--- src/rtl/cpu_run_ctrl_pkg.sv ---
// -----------------------------------------------------------------------------
// cpu_run_ctrl_pkg
// Shared types for the CPU run/halt controller:
//   state_t  - controller state (BOOT, RUN, STEP, HALT)
//   cause_t  - reason the core was last halted, as seen on halt_cause
//   sel_width() - width of a channel-select bus for n channels (min 1 bit)
// -----------------------------------------------------------------------------
package cpu_run_ctrl_pkg;

   typedef enum logic [1:0] {
      BOOT = 2'd0,
      RUN  = 2'd1,
      STEP = 2'd2,
      HALT = 2'd3
   } state_t;

   typedef enum logic [1:0] {
      CAUSE_NONE = 2'd0,
      CAUSE_HALT = 2'd1,
      CAUSE_BP   = 2'd2,
      CAUSE_STEP = 2'd3
   } cause_t;

   // A single channel still needs a 1-bit select port.
   function automatic int sel_width(input int n);
      return (n > 1) ? $clog2(n) : 1;
   endfunction

endpackage

--- src/rtl/cpu_run_ctrl_dbg_mux.sv ---
// -----------------------------------------------------------------------------
// dbg_mux
// Registered NUM_DBG:1 selector for the debug channels.
//   clk  - clock, rising edge
//   rst  - synchronous active-low reset, clears dout
//   sel  - channel select; values >= NUM_DBG select zero
//   din  - flattened channels, channel i is din[i*DATA_W +: DATA_W]
//   dout - selected channel, one cycle after sel/din
// -----------------------------------------------------------------------------
module dbg_mux
   import cpu_run_ctrl_pkg::*;
#(
   parameter int DATA_W  = 32,
   parameter int NUM_DBG = 4
) (
   input  logic                            clk,
   input  logic                            rst,
   input  logic [sel_width(NUM_DBG)-1:0]   sel,
   input  logic [NUM_DBG*DATA_W-1:0]       din,
   output logic [DATA_W-1:0]               dout
);

   localparam int SEL_W = sel_width(NUM_DBG);

   logic [DATA_W-1:0] pick;

   // Compare against every legal index; an out-of-range select matches
   // nothing and falls through to the zero default.
   always_comb begin
      pick = '0;
      for (int i = 0; i < NUM_DBG; i++) begin
         if (sel == SEL_W'(i)) begin
            pick = din[i*DATA_W +: DATA_W];
         end
      end
   end

   always_ff @(posedge clk) begin
      if (!rst) begin
         dout <= '0;
      end else begin
         dout <= pick;
      end
   end

endmodule

--- src/rtl/cpu_run_ctrl.sv ---
// -----------------------------------------------------------------------------
// cpu_run_ctrl
// Run/halt controller sitting between board control inputs and the CPU core.
// Gates the core through cpu_en and handles halt instructions, continue,
// N-cycle single-step and a PC breakpoint. Also keeps a saturating count of
// enabled cycles and a registered debug-channel mux.
//
// Ports:
//   clk        - single clock, rising edge
//   rst        - synchronous active-low reset
//   cont       - continue request (level, rising edge detected here)
//   step_req   - one-cycle step request pulse
//   step_count - enabled cycles per step (0 = request ignored)
//   bp_en      - breakpoint enable
//   bp_addr    - breakpoint PC
//   pc         - current PC from the core
//   halt_req   - core executed a halt instruction
//   dbg_sel    - debug channel select
//   dbg_in     - flattened debug channels
//   cpu_en     - core clock-enable
//   pwr        - high in every state except BOOT
//   halted     - high in HALT
//   halt_cause - 0 none, 1 halt instruction, 2 breakpoint, 3 step done
//   cycle_cnt  - saturating count of cycles with cpu_en=1
//   debug      - selected debug channel, registered
//
// Handshake: there is no valid/ready pair here. Requests (halt_req, step_req,
// cont edges) are sampled on a clock edge and take effect in the following
// cycle; every output is a register.
// -----------------------------------------------------------------------------
module cpu_run_ctrl
   import cpu_run_ctrl_pkg::*;
#(
   parameter int ADDR_W   = 32,
   parameter int DATA_W   = 32,
   parameter int NUM_DBG  = 4,
   parameter int STEP_W   = 16,
   parameter int CNT_W    = 32,
   parameter int BOOT_CYC = 4
) (
   input  logic                            clk,
   input  logic                            rst,
   input  logic                            cont,
   input  logic                            step_req,
   input  logic [STEP_W-1:0]               step_count,
   input  logic                            bp_en,
   input  logic [ADDR_W-1:0]               bp_addr,
   input  logic [ADDR_W-1:0]               pc,
   input  logic                            halt_req,
   input  logic [sel_width(NUM_DBG)-1:0]   dbg_sel,
   input  logic [NUM_DBG*DATA_W-1:0]       dbg_in,
   output logic                            cpu_en,
   output logic                            pwr,
   output logic                            halted,
   output logic [1:0]                      halt_cause,
   output logic [CNT_W-1:0]                cycle_cnt,
   output logic [DATA_W-1:0]               debug
);

   localparam int                BOOT_W    = $clog2(BOOT_CYC + 1);
   localparam logic [BOOT_W-1:0] BOOT_LAST = BOOT_W'(BOOT_CYC - 1);

   state_t            state;
   cause_t            cause;
   cause_t            stop_cause;
   logic [BOOT_W-1:0] boot_cnt;
   logic              cont_q;
   logic [STEP_W-1:0] step_cnt;
   logic              bp_mask;

   logic cont_rise;
   logic bp_hit;
   logic step_ok;

   assign cont_rise  = cont & ~cont_q;
   // The mask suppresses the hit on the first enabled cycle after leaving
   // HALT, so the core can move past the PC it stopped on.
   assign bp_hit     = bp_en && (pc == bp_addr) && !bp_mask;
   assign step_ok    = step_req && (step_count != '0);
   assign halt_cause = cause;

   // Reason to stop while the core is enabled, highest priority first.
   // A step ends on the edge where the remaining count is 1, which gives
   // exactly step_count enabled cycles.
   always_comb begin
      stop_cause = CAUSE_NONE;
      if (halt_req) begin
         stop_cause = CAUSE_HALT;
      end else if (bp_hit) begin
         stop_cause = CAUSE_BP;
      end else if ((state == STEP) && (step_cnt == STEP_W'(1))) begin
         stop_cause = CAUSE_STEP;
      end
   end

   always_ff @(posedge clk) begin
      if (!rst) begin
         state     <= BOOT;
         cause     <= CAUSE_NONE;
         boot_cnt  <= '0;
         cont_q    <= 1'b0;
         step_cnt  <= '0;
         bp_mask   <= 1'b0;
         cpu_en    <= 1'b0;
         pwr       <= 1'b0;
         halted    <= 1'b0;
         cycle_cnt <= '0;
      end else begin
         cont_q <= cont;

         // cpu_en is the registered enable for the cycle now ending.
         if (cpu_en && (cycle_cnt != '1)) begin
            cycle_cnt <= cycle_cnt + CNT_W'(1);
         end

         unique case (state)
            BOOT: begin
               if (boot_cnt == BOOT_LAST) begin
                  state  <= RUN;
                  cpu_en <= 1'b1;
                  pwr    <= 1'b1;
               end else begin
                  boot_cnt <= boot_cnt + BOOT_W'(1);
               end
            end

            RUN, STEP: begin
               bp_mask <= 1'b0;
               if (stop_cause != CAUSE_NONE) begin
                  state    <= HALT;
                  cpu_en   <= 1'b0;
                  halted   <= 1'b1;
                  cause    <= stop_cause;
                  step_cnt <= '0;
               end else if (state == STEP) begin
                  step_cnt <= step_cnt - STEP_W'(1);
               end
            end

            HALT: begin
               // halt_req is ignored here; continue beats a step request.
               if (cont_rise) begin
                  state   <= RUN;
                  cpu_en  <= 1'b1;
                  halted  <= 1'b0;
                  cause   <= CAUSE_NONE;
                  bp_mask <= 1'b1;
               end else if (step_ok) begin
                  state    <= STEP;
                  cpu_en   <= 1'b1;
                  halted   <= 1'b0;
                  step_cnt <= step_count;
                  bp_mask  <= 1'b1;
               end
            end

            default: begin
               state <= BOOT;
            end
         endcase
      end
   end

   dbg_mux #(
      .DATA_W  (DATA_W),
      .NUM_DBG (NUM_DBG)
   ) u_dbg_mux (
      .clk  (clk),
      .rst  (rst),
      .sel  (dbg_sel),
      .din  (dbg_in),
      .dout (debug)
   );

endmodule

--- config.mk ---
export PLATFORM = sky130hd
export DESIGN_NAME = cpu_run_ctrl
export DESIGN_NICKNAME = d
export VERILOG_FILES = /design/src/rtl/cpu_run_ctrl_pkg.sv /design/src/rtl/cpu_run_ctrl_dbg_mux.sv /design/src/rtl/cpu_run_ctrl.sv
export SDC_FILE = /design/constraint.sdc
export NUM_CORES = 1
export LEC_CHECK = 0
export CAP_MARGIN = 5
export CORE_MARGIN = 8
export CORE_UTILIZATION = 40
export CTS_BUF_LIST = sky130_fd_sc_hd__clkbuf_8
export DETAILED_ROUTE_END_ITERATION = 6
export GPL_ROUTABILITY_DRIVEN = 0
export HOLD_SLACK_MARGIN = 0.02
export PLACE_DENSITY = 0.9
export SYNTH_ARGS = -nofsm -noshare
export SYNTH_HDL_FRONTEND = slang
export SYNTH_HIERARCHICAL = 1
export SYNTH_SLANG_ARGS = --single-unit
--- constraint.sdc ---
create_clock -name clk -period 2.4 [get_ports clk]
set_input_delay 0.48 -clock clk [delete_from_list [all_inputs] [get_ports clk]]
set_output_delay 0.48 -clock clk [all_outputs]
set_load 0.02 [all_outputs]
==> results of run 1 <==
## metal layers
layer	GRT usage (%)	vias up	routed length [um]
li1	-	2739	-
met1	22.0	2542	7330
met2	38.5	212	9770
met3	7.58	26	1590
met4	7.85	0	431
met5	0	-	0
## report_power, final
group | switching [mW] | internal, mW | total (mW)
Clock | 0.627 | 0.531 | 1.16
Combinational | 1.13 | 1.32 | 2.46
Sequential | 0.165 | 1.70 | 1.87
Total | 1.93 | 3.56 | 5.49
## worst register-to-register path: stages, from the launching register on
cell and delay (ns):
dfxtp_2 0.36, inv_2 0.09, ha_4 0.13, or4b_4 0.49, nor4_4 0.34, nand2_2 0.12
or3_1 0.36, xnor2_1 0.14, a22oi_1 0.16, a21oi_1 0.09
## cell type report
cell class	instances	area (um2)	area share, %
Clock buffer	10	138	1.57
Multi-Input combinational cell	446	3240	37.0
Inverter	11	41.3	0.471
Sequential cell	92	1840	21.0
Clock inverter	6	76.3	0.870
Timing Repair Buffer	329	3210	36.6
Tap cell	176	220	2.51
## worst paths after layout
| kind | start | end | slack, ns |
|---|---|---|---|
| setup / recovery | step_cnt[1] | step_cnt[14] | 0.03 |
| hold / removal | step_cnt[15] | step_cnt[15] | 0.48 |
| setup reg to reg | step_cnt[1] | step_cnt[14] | 0.03 |
| hold reg to reg | step_cnt[15] | step_cnt[15] | 0.48 |
## metrics by stage
stage | setup TNS [ns] | util [%] | hold slack, ns
after floorplan | 0 | - | 0.436
after global placement | -2.77 | 64.8 | 0.449
after detailed placement | -4.26 | 64.8 | 0.458
after CTS | 0 | 66.5 | 0.475
after global routing | -0.0483 | 66.8 | 0.516
final | 0 | 66.8 | 0.478
## state kept, by name, summed over array words and instances, names as in the netlist
signal	count
boot_cnt	3
bp_mask	1
cont_q	1
cpu_en	1
cycle_cnt	32
halt_cause	2
halted	1
pwr	1
state	2
step_cnt	16
u_dbg_mux/dout	32
## placed cells by master, fill, tap and decap left out, drive strengths merged, types with 9 or more instances in the layout
master	Yosys	routed
a21oi	9	9
and2	23	23
and4	11	11
buf	14	47
clkbuf	18	10
clkdlybuf4s50	0	282
dfxtp	92	92
ha	9	9
inv	11	15
mux2i	67	67
nand2	43	43
nand3	16	16
nand4	15	15
nor2	12	12
nor2b	26	26
nor3	11	11
nor4	18	18
o21ai	26	26
o22ai	32	32
xnor2	19	19
xor2	46	46
## what timing repair did
item	in CTS	in global routing
buffers inserted	0	2
setup endpoints to repair	0	3
gates resized for setup	0	7
## logic make-up (layout without fill, tap and decap cells)
group                    count (synthesis)  after routing  share of synthesized area, %
AND/OR/NAND/NOR                        202            202                          22.3
AO/OA/AOI/OAI                          103            103                          12.5
flip-flops                              92             92                          34.4
multiplexers                            67             67                          12.5
XOR/XNOR                                65             65                          10.6
buffers and inverters                   43            356                          5.47
adder cells (fa/ha/maj)                  9              9                          2.11
## synth_stat cells (2+ instances only)
cell,number
dfxtp_1,92
inv_1,11
o311ai_0,3
clkbuf_1,16
o21ai_0,15
xor2_1,46
nor4_1,16
o21ai_1,11
nand4_1,15
nand3_1,16
a31oi_1,2
buf_6,3
a32oi_1,8
and4_1,11
buf_8,3
nor3_2,2
nand2b_1,2
buf_2,5
or4_1,2
o211a_1,2
a22oi_1,5
a21boi_1,4
o22ai_1,32
buf_12,3
clkbuf_8,2
o31ai_1,5
nand3b_1,3
nand2_1,42
and3_1,6
nor3_1,9
xnor2_1,19
and2_1,23
a21oi_1,9
nor2b_1,26
nor2_1,11
mux2i_1,67
or3_1,6
ha_1,9
nor4b_1,3
==> impl_metrics.json, run 1 <==
{
  "htreeDepth": 3,
  "synth_cell_types": 55,
  "grt_max_degree": 33,
  "final-setup-viol-count": 0,
  "clk_latency_ns": 0.38,
  "worstPathRequired_ns": 2.68,
  "cp-start-kind": "flop",
  "drive_above_1_share_pct": 8.84,
  "grt_pass1_vias": 5728,
  "ys_seq_area_share_pct": 34.4,
  "fmax_mhz": 422,
  "period_needed_ns": 2.37,
  "start_util_pct": 40.7,
  "rr_worst_depth": 9,
  "die_w_um": 132,
  "fin_cells": 1070,
  "routedWlPerCell_um": 17.9,
  "syn-num-nets": 806,
  "crit_path_cell_trace": "inv_2, ha_4, or4b_4, nor4_4, nand2_2, or3_1, xnor2_1, a22oi_1, a21oi_1",
  "drv_cap": 0,
  "ys_ff_latch": 92,
  "synth-edff-count": 0,
  "avgSynthCellArea_um2": 9.20,
  "path_class": "reg2reg",
  "cp_num_buf_inv": 1,
  "antenna_found_initial": 0,
  "ys_async_sr_fraction_pct": 0,
  "synthTopCellsByArea": "dfxtp_1 (34%), mux2i_1 (13%), xor2_1 (7.5%)",
  "boundaryPins": 285,
  "worst_ep_arrival_time_ns": 2.65,
  "power_density_nw_per_um2": 625,
  "syn_area_um2": 5350,
  "vias": 5519,
  "rsz0062_at_grt": "yes",
  "slew_headroom_pct": 65.8,
  "drt_iter0_drc": 329,
  "finalWorstSetupSlack_ns": 0.0303,
  "grt_usage_pct": 21.2,
  "drc_errors": 0,
  "hold_viol": 0,
  "synthCells": 581,
  "path_depth": 9,
  "synth-warning-count": 6,
  "outcome": "complete, no violations",
  "cts_hold_buf": 0,
  "slowest_stage": "or4b_4",
  "grt_pass1_wl_um": 29600,
  "rows": 42,
  "clkSlewWorstSetupHoldPaths_ns": 0.10,
  "synth_flop_cell": "dfxtp_1",
  "min_period_over_period_pct": 98.7,
  "clock-sinks": 92,
  "core_area_um2": 13100,
  "hpwl_um": 15700,
  "crit_fanout": 4,
  "maxSlewViolCount": 0,
  "holdPathStages": 2,
  "postPlaceCellArea_um2": 8520,
  "yosysTopAreaCell": "dfxtp_1",
  "cts_root_buffer": "clkbuf_8",
  "cts_buffer_depth": 2,
  "peakVddDrop_v": 0.000360,
  "numPortBuffers": 284,
  "die_y_um": 132,
  "syn_to_final_growth_pct": 64.0,
  "ant_nets": 0,
  "p_total_mw": 5.49,
  "stdcell_area_um2": 8770,
  "fin_nets": 1114,
  "fillerInstances": 1036,
  "dr.pass1.iters": 7,
  "cp_top_family": "simple AND/OR/NAND/NOR gates",
  "hold_path.class": "reg2reg",
  "routed_wl_um": 19100,
  "viasPerCell": 5.16,
  "die_area_um2": 17300,
  "grt_overflow": 0,
  "max_stage_delay_ns": 0.49,
  "n_antenna_cell": 0,
  "netlist.area_leader.share_pct": 34.4,
  "dp_slack_ns": -0.333,
  "tightest_slew_ns": 0.508,
  "cts_made_buffers": 9,
  "fin_skew_ns": 0.0129,
  "cts_tree": "yes",
  "endpoint_kind": "flop",
  "dp.cells": 1052,
  "leakage_nw": 3.46
}
(Power assumes the default switching activity.)
==> run 2, diff against run 1 <==
--- a/config.mk
+++ b/config.mk
@@ -6,6 +6,7 @@
 export NUM_CORES = 1
 export LEC_CHECK = 0
 export CAP_MARGIN = 5
+export CORE_ASPECT_RATIO = 1.5
 export CORE_MARGIN = 8
 export CORE_UTILIZATION = 40
 export CTS_BUF_LIST = sky130_fd_sc_hd__clkbuf_8
@@ -13,6 +14,7 @@
 export GPL_ROUTABILITY_DRIVEN = 0
 export HOLD_SLACK_MARGIN = 0.02
 export PLACE_DENSITY = 0.9
+export SLEW_MARGIN = 20
 export SYNTH_ARGS = -nofsm -noshare
 export SYNTH_HDL_FRONTEND = slang
 export SYNTH_HIERARCHICAL = 1
==> impl_metrics.json, run 2 (synthesis gave the netlist of run 1 again) <==
{
  "dr_wl_met2_um": 10500,
  "clk_latency_ns": 0.36,
  "die_w_um": 110,
  "layout_common_cells": "clkdlybuf4s50_1 (282), dfxtp_1 (92), mux2i_1 (67)",
  "start_util_pct": 40.3,
  "critical_path.startpoint": "step_cnt[0]",
  "drt_iter0_drc": 384,
  "reg_top3": "cycle_cnt x32, u_dbg_mux/dout x32, step_cnt x16",
  "slew_headroom_pct": 65.3,
  "period_needed_ns": 2.35,
  "fin_nets": 1121,
  "die_y_um": 158,
  "min_period_over_period_pct": 97.8,
  "cp-start-kind": "flop",
  "fin_skew_ns": 0.00649,
  "routed_wl_um": 19200,
  "met3WireLength_um": 1490,
  "fmax_mhz": 426,
  "final-setup-viol-count": 0,
  "clock-sinks": 92,
  "peakVddDrop_v": 0.000462,
  "final_common_cell": "clkdlybuf4s50_1",
  "worstPathRequired_ns": 2.64,
  "core_area_um2": 13300,
  "cts_tree": "yes",
  "syn_to_final_growth_pct": 65.1,
  "grt_usage_pct": 20.8,
  "hold_viol": 0,
  "leakage_nw": 3.48,
  "hpwl_um": 15600,
  "numPortBuffers": 284,
  "n_antenna_cell": 0,
  "worst_ep_arrival_time_ns": 2.59,
  "vias": 5688,
  "p_total_mw": 5.45,
  "path_class": "reg2reg",
  "drc_errors": 0,
  "power_density_nw_per_um2": 617,
  "cts_buffer_depth": 2,
  "crit_fanout": 3,
  "hold_path.class": "reg2reg",
  "whs_ns": 0.461,
  "drv_cap": 0,
  "ant_nets": 0,
  "viasPerCell": 5.35,
  "endpoint_kind": "flop",
  "grt_pass1_vias": 5982,
  "grt_pass1_wl_um": 29700,
  "rows": 52,
  "final_core_util_pct": 66.5,
  "stdcell_area_um2": 8830,
  "dr.pass1.iters": 5,
  "grt_max_degree": 34,
  "cts_made_buffers": 9,
  "cts_root_buffer": "clkbuf_8",
  "fillerInstances": 1041,
  "clkSlewWorstSetupHoldPaths_ns": 0.09,
  "drive_above_1_share_pct": 9.99,
  "top_layer": "met4",
  "maxSlewViolCount": 0,
  "holdCritStartpoint": "step_cnt[15]",
  "grt_overflow": 0,
  "timing.rr.start": "step_cnt[0]",
  "wl_met1_um": 6630,
  "postPlaceCellArea_um2": 8540,
  "antenna_found_initial": 0,
  "setup_tns_ns": 0,
  "die_area_um2": 17400,
  "tightest_slew_ns": 0.520,
  "routedWlPerCell_um": 18.1,
  "r2r_setup_slack_ns": 0.05,
  "htreeDepth": 3,
  "outcome": "complete, no violations",
  "boundaryPins": 285
}
==> run 2: cell types whose count changed in the layout (fill, tap and decap cells not counted), sizes merged <==
cell	delta
buf	+7
clkinvlp	+3
inv	-3
==> run 2: final cells by class <==
| type | instances | area, um2 | share of cell area [%] |
|---|---|---|---|
| clock buffer | 10 | 138 | 1.56 |
| sequential | 92 | 1840 | 20.9 |
| inverter | 11 | 41.3 | 0.468 |
| timing repair buffer | 336 | 3260 | 37.0 |
| tap | 162 | 203 | 2.30 |
| clock inverter | 6 | 65.1 | 0.737 |
| multi-input combinational | 446 | 3280 | 37.1 |
==> run 2: path summary, 6_finish.rpt <==
path | endpoint | cells past startpoint
setup / recovery | step_cnt[14] | 9
hold / removal | step_cnt[15] | 2
setup reg to reg | step_cnt[14] | 9
hold reg to reg | step_cnt[15] | 2
==> run 2: what timing repair did <==
action	CTS	global route
buffers inserted	0	4
hold buffers	0	0
endpoints found under the hold margin	0	0
endpoints found under the setup margin	0	21
gates resized for setup	0	12
==> run 2: critical path: stages (launching register included) <==
cell and delay [ns]:
dfxtp_1 0.33, inv_2 0.09, ha_4 0.15, or4b_4 0.49, nor4_4 0.31, nand2_2 0.13, or3_4 0.36, xnor2_1 0.13
a22oi_1 0.16, a21oi_1 0.09
==> run 2: per-layer routing <==
metal  vias up  global-route usage, %
met5         -                      0
li1       2752                      -
met1      2635                   19.8
met4         0                   8.91
met3        44                   6.86
met2       257                   39.7
==> run 2: power by group <==
part / total (mW) / switching, mW / leakage (nW) / internal (mW)
logic: 2.52 / 1.17 / 2.63 / 1.35
clock network: 1.06 / 0.553 / 0.0959 / 0.508
registers: 1.87 / 0.166 / 0.752 / 1.70
==> run 2: metrics by stage <==
step,std cells,setup WS [ns]
after detailed placement,1043,-0.329
after CTS,1059,0.0208
after floorplan,581,0.257
after global routing,1063,-0.0419
final,1063,0.0537
after global placement,1043,-0.247
==> run 3, diff against run 2 <==
--- a/config.mk
+++ b/config.mk
@@ -7,7 +7,7 @@
 export LEC_CHECK = 0
 export CAP_MARGIN = 5
 export CORE_ASPECT_RATIO = 1.5
-export CORE_MARGIN = 8
+export CORE_MARGIN = 5
 export CORE_UTILIZATION = 40
 export CTS_BUF_LIST = sky130_fd_sc_hd__clkbuf_8
 export DETAILED_ROUTE_END_ITERATION = 6
==> impl_metrics.json, run 3 (synthesis gave the netlist of run 1 again) <==
{
  "timing.rr.start": "step_cnt[1]",
  "cts_hold_buf": 0,
  "worstPathRequired_ns": 2.65,
  "fmax_mhz": 440,
  "peakVddDrop_v": 0.000386,
  "cp-start-kind": "flop",
  "p_total_mw": 5.69,
  "cts_tree": "yes",
  "leakage_nw": 3.49,
  "routedWlPerCell_um": 18.0,
  "postPlaceCellArea_um2": 8550,
  "n_antenna_cell": 0,
  "fin_nets": 1117,
  "die_y_um": 152,
  "rsz0062_at_grt": "no",
  "htreeDepth": 3,
  "cts_root_buffer": "clkbuf_8",
  "worst_ep_arrival_time_ns": 2.53,
  "final_common_cell": "clkdlybuf4s50_1",
  "fin_cells": 1056,
  "hpwl_um": 15600,
  "numPortBuffers": 284,
  "final-setup-viol-count": 0,
  "maxSlewViolCount": 0,
  "endpoint_kind": "flop",
  "busiest_layer": "met2",
  "vias": 5696,
  "critical_path.startpoint": "step_cnt[1]",
  "dp_slack_ns": -0.319,
  "grt_max_degree": 33,
  "reg_top3": "cycle_cnt x32, u_dbg_mux/dout x32, step_cnt x16",
  "grt_util_met3_pct": 4.32,
  "layout_common_cells": "clkdlybuf4s50_1 (282), dfxtp_1 (91), mux2i_1 (67)",
  "dp.cells": 1040,
  "die_w_um": 104,
  "drive_above_1_share_pct": 9.59,
  "rows": 51,
  "grt_pass1_wl_um": 28400,
  "met1_usage_pct": 22.5,
  "antenna_found_initial": 0,
  "tightest_slew_ns": 0.597,
  "cts-resized-gates": 0,
  "slew_headroom_pct": 59.8,
  "syn_to_final_growth_pct": 65.3,
  "drc_errors": 0,
  "fillerInstances": 1012,
  "boundaryPins": 285,
  "min_period_over_period_pct": 94.8,
  "period_needed_ns": 2.27,
  "crit_fanout": 3,
  "clk_latency_ns": 0.36,
  "start_util_pct": 40.9,
  "viasPerCell": 5.39,
  "die_area_um2": 15800,
  "dr.pass1.iters": 4,
  "stdcell_area_um2": 8840,
  "fin_skew_ns": 0.0151,
  "final_core_util_pct": 67.6,
  "drv_cap": 0,
  "grt_overflow": 0,
  "hold_viol": 0,
  "holdCritStartpoint": "step_cnt[15]",
  "cts_made_buffers": 9,
  "clock-sinks": 92,
  "cts_buffer_depth": 2,
  "ant_nets": 0,
  "power_density_nw_per_um2": 643,
  "grt_usage_pct": 22.4,
  "grt_pass1_vias": 5843,
  "outcome": "complete, no violations",
  "post_cts_buffers": 0,
  "drt_iter0_drc": 276,
  "core_area_um2": 13100,
  "finalWorstSetupSlack_ns": 0.125,
  "path_class": "reg2reg",
  "hold_path.class": "reg2reg",
  "clkSlewWorstSetupHoldPaths_ns": 0.09,
  "grtUsageMet2_pct": 42.9,
  "routed_wl_um": 19000
}
==> run 3: cell types whose count changed in the layout (fill, tap and decap cells not counted), moves of 2 or more <==
cell	before	now
nor4_2	5	3
clkinvlp_4	3	1
buf_4	50	45
nor4_1	12	14
bufinv_16	1	3
==> run 3: final timing paths <==
| kind | depth (start not counted) | to | slack (ns) |
|---|---|---|---|
| max | 9 | step_cnt[14] | 0.13 |
| min | 2 | step_cnt[15] | 0.48 |
| max reg2reg | 9 | step_cnt[14] | 0.13 |
| min reg2reg | 2 | step_cnt[15] | 0.48 |
==> run 3: power by group <==
group	internal, mW	switching, mW
clock network	0.721	0.565
registers	1.71	0.167
logic	1.36	1.17
total	3.79	1.90
==> run 3: worst max-delay path: stages, from the launching register on <==
cell and delay [ns]:
dfxtp_1 0.33, inv_2 0.09, ha_4 0.15, or4b_4 0.49, nor4_4 0.28, nand2_2 0.10, or3_4 0.35, xnor2_1 0.13
a22oi_1 0.15, a21oi_1 0.09
==> run 3: per-stage QoR <==
step / setup TNS, ns / hold slack [ns]
floorplan: 0 / 0.436
global placement: -1.93 / 0.447
detailed placement: -4.33 / 0.461
CTS: 0 / 0.472
global route: 0 / 0.511
finish: 0 / 0.483
==> run 3: cell type report <==
cell class	instances	area (um2)	share of cell area [%]
Inverter	11	41.3	0.467
Clock inverter	6	111	1.26
Clock buffer	10	138	1.56
Tap cell	159	199	2.25
Sequential cell	92	1840	20.8
Timing Repair Buffer	332	3250	36.7
Multi-Input combinational cell	446	3260	36.9
==> run 3: per-layer routing <==
layer	part of all wire [%]	vias to the layer above
met1	36	2651
met2	54	243
met5	0	-
met4	4.2	0
met3	6.4	49
li1	-	2753
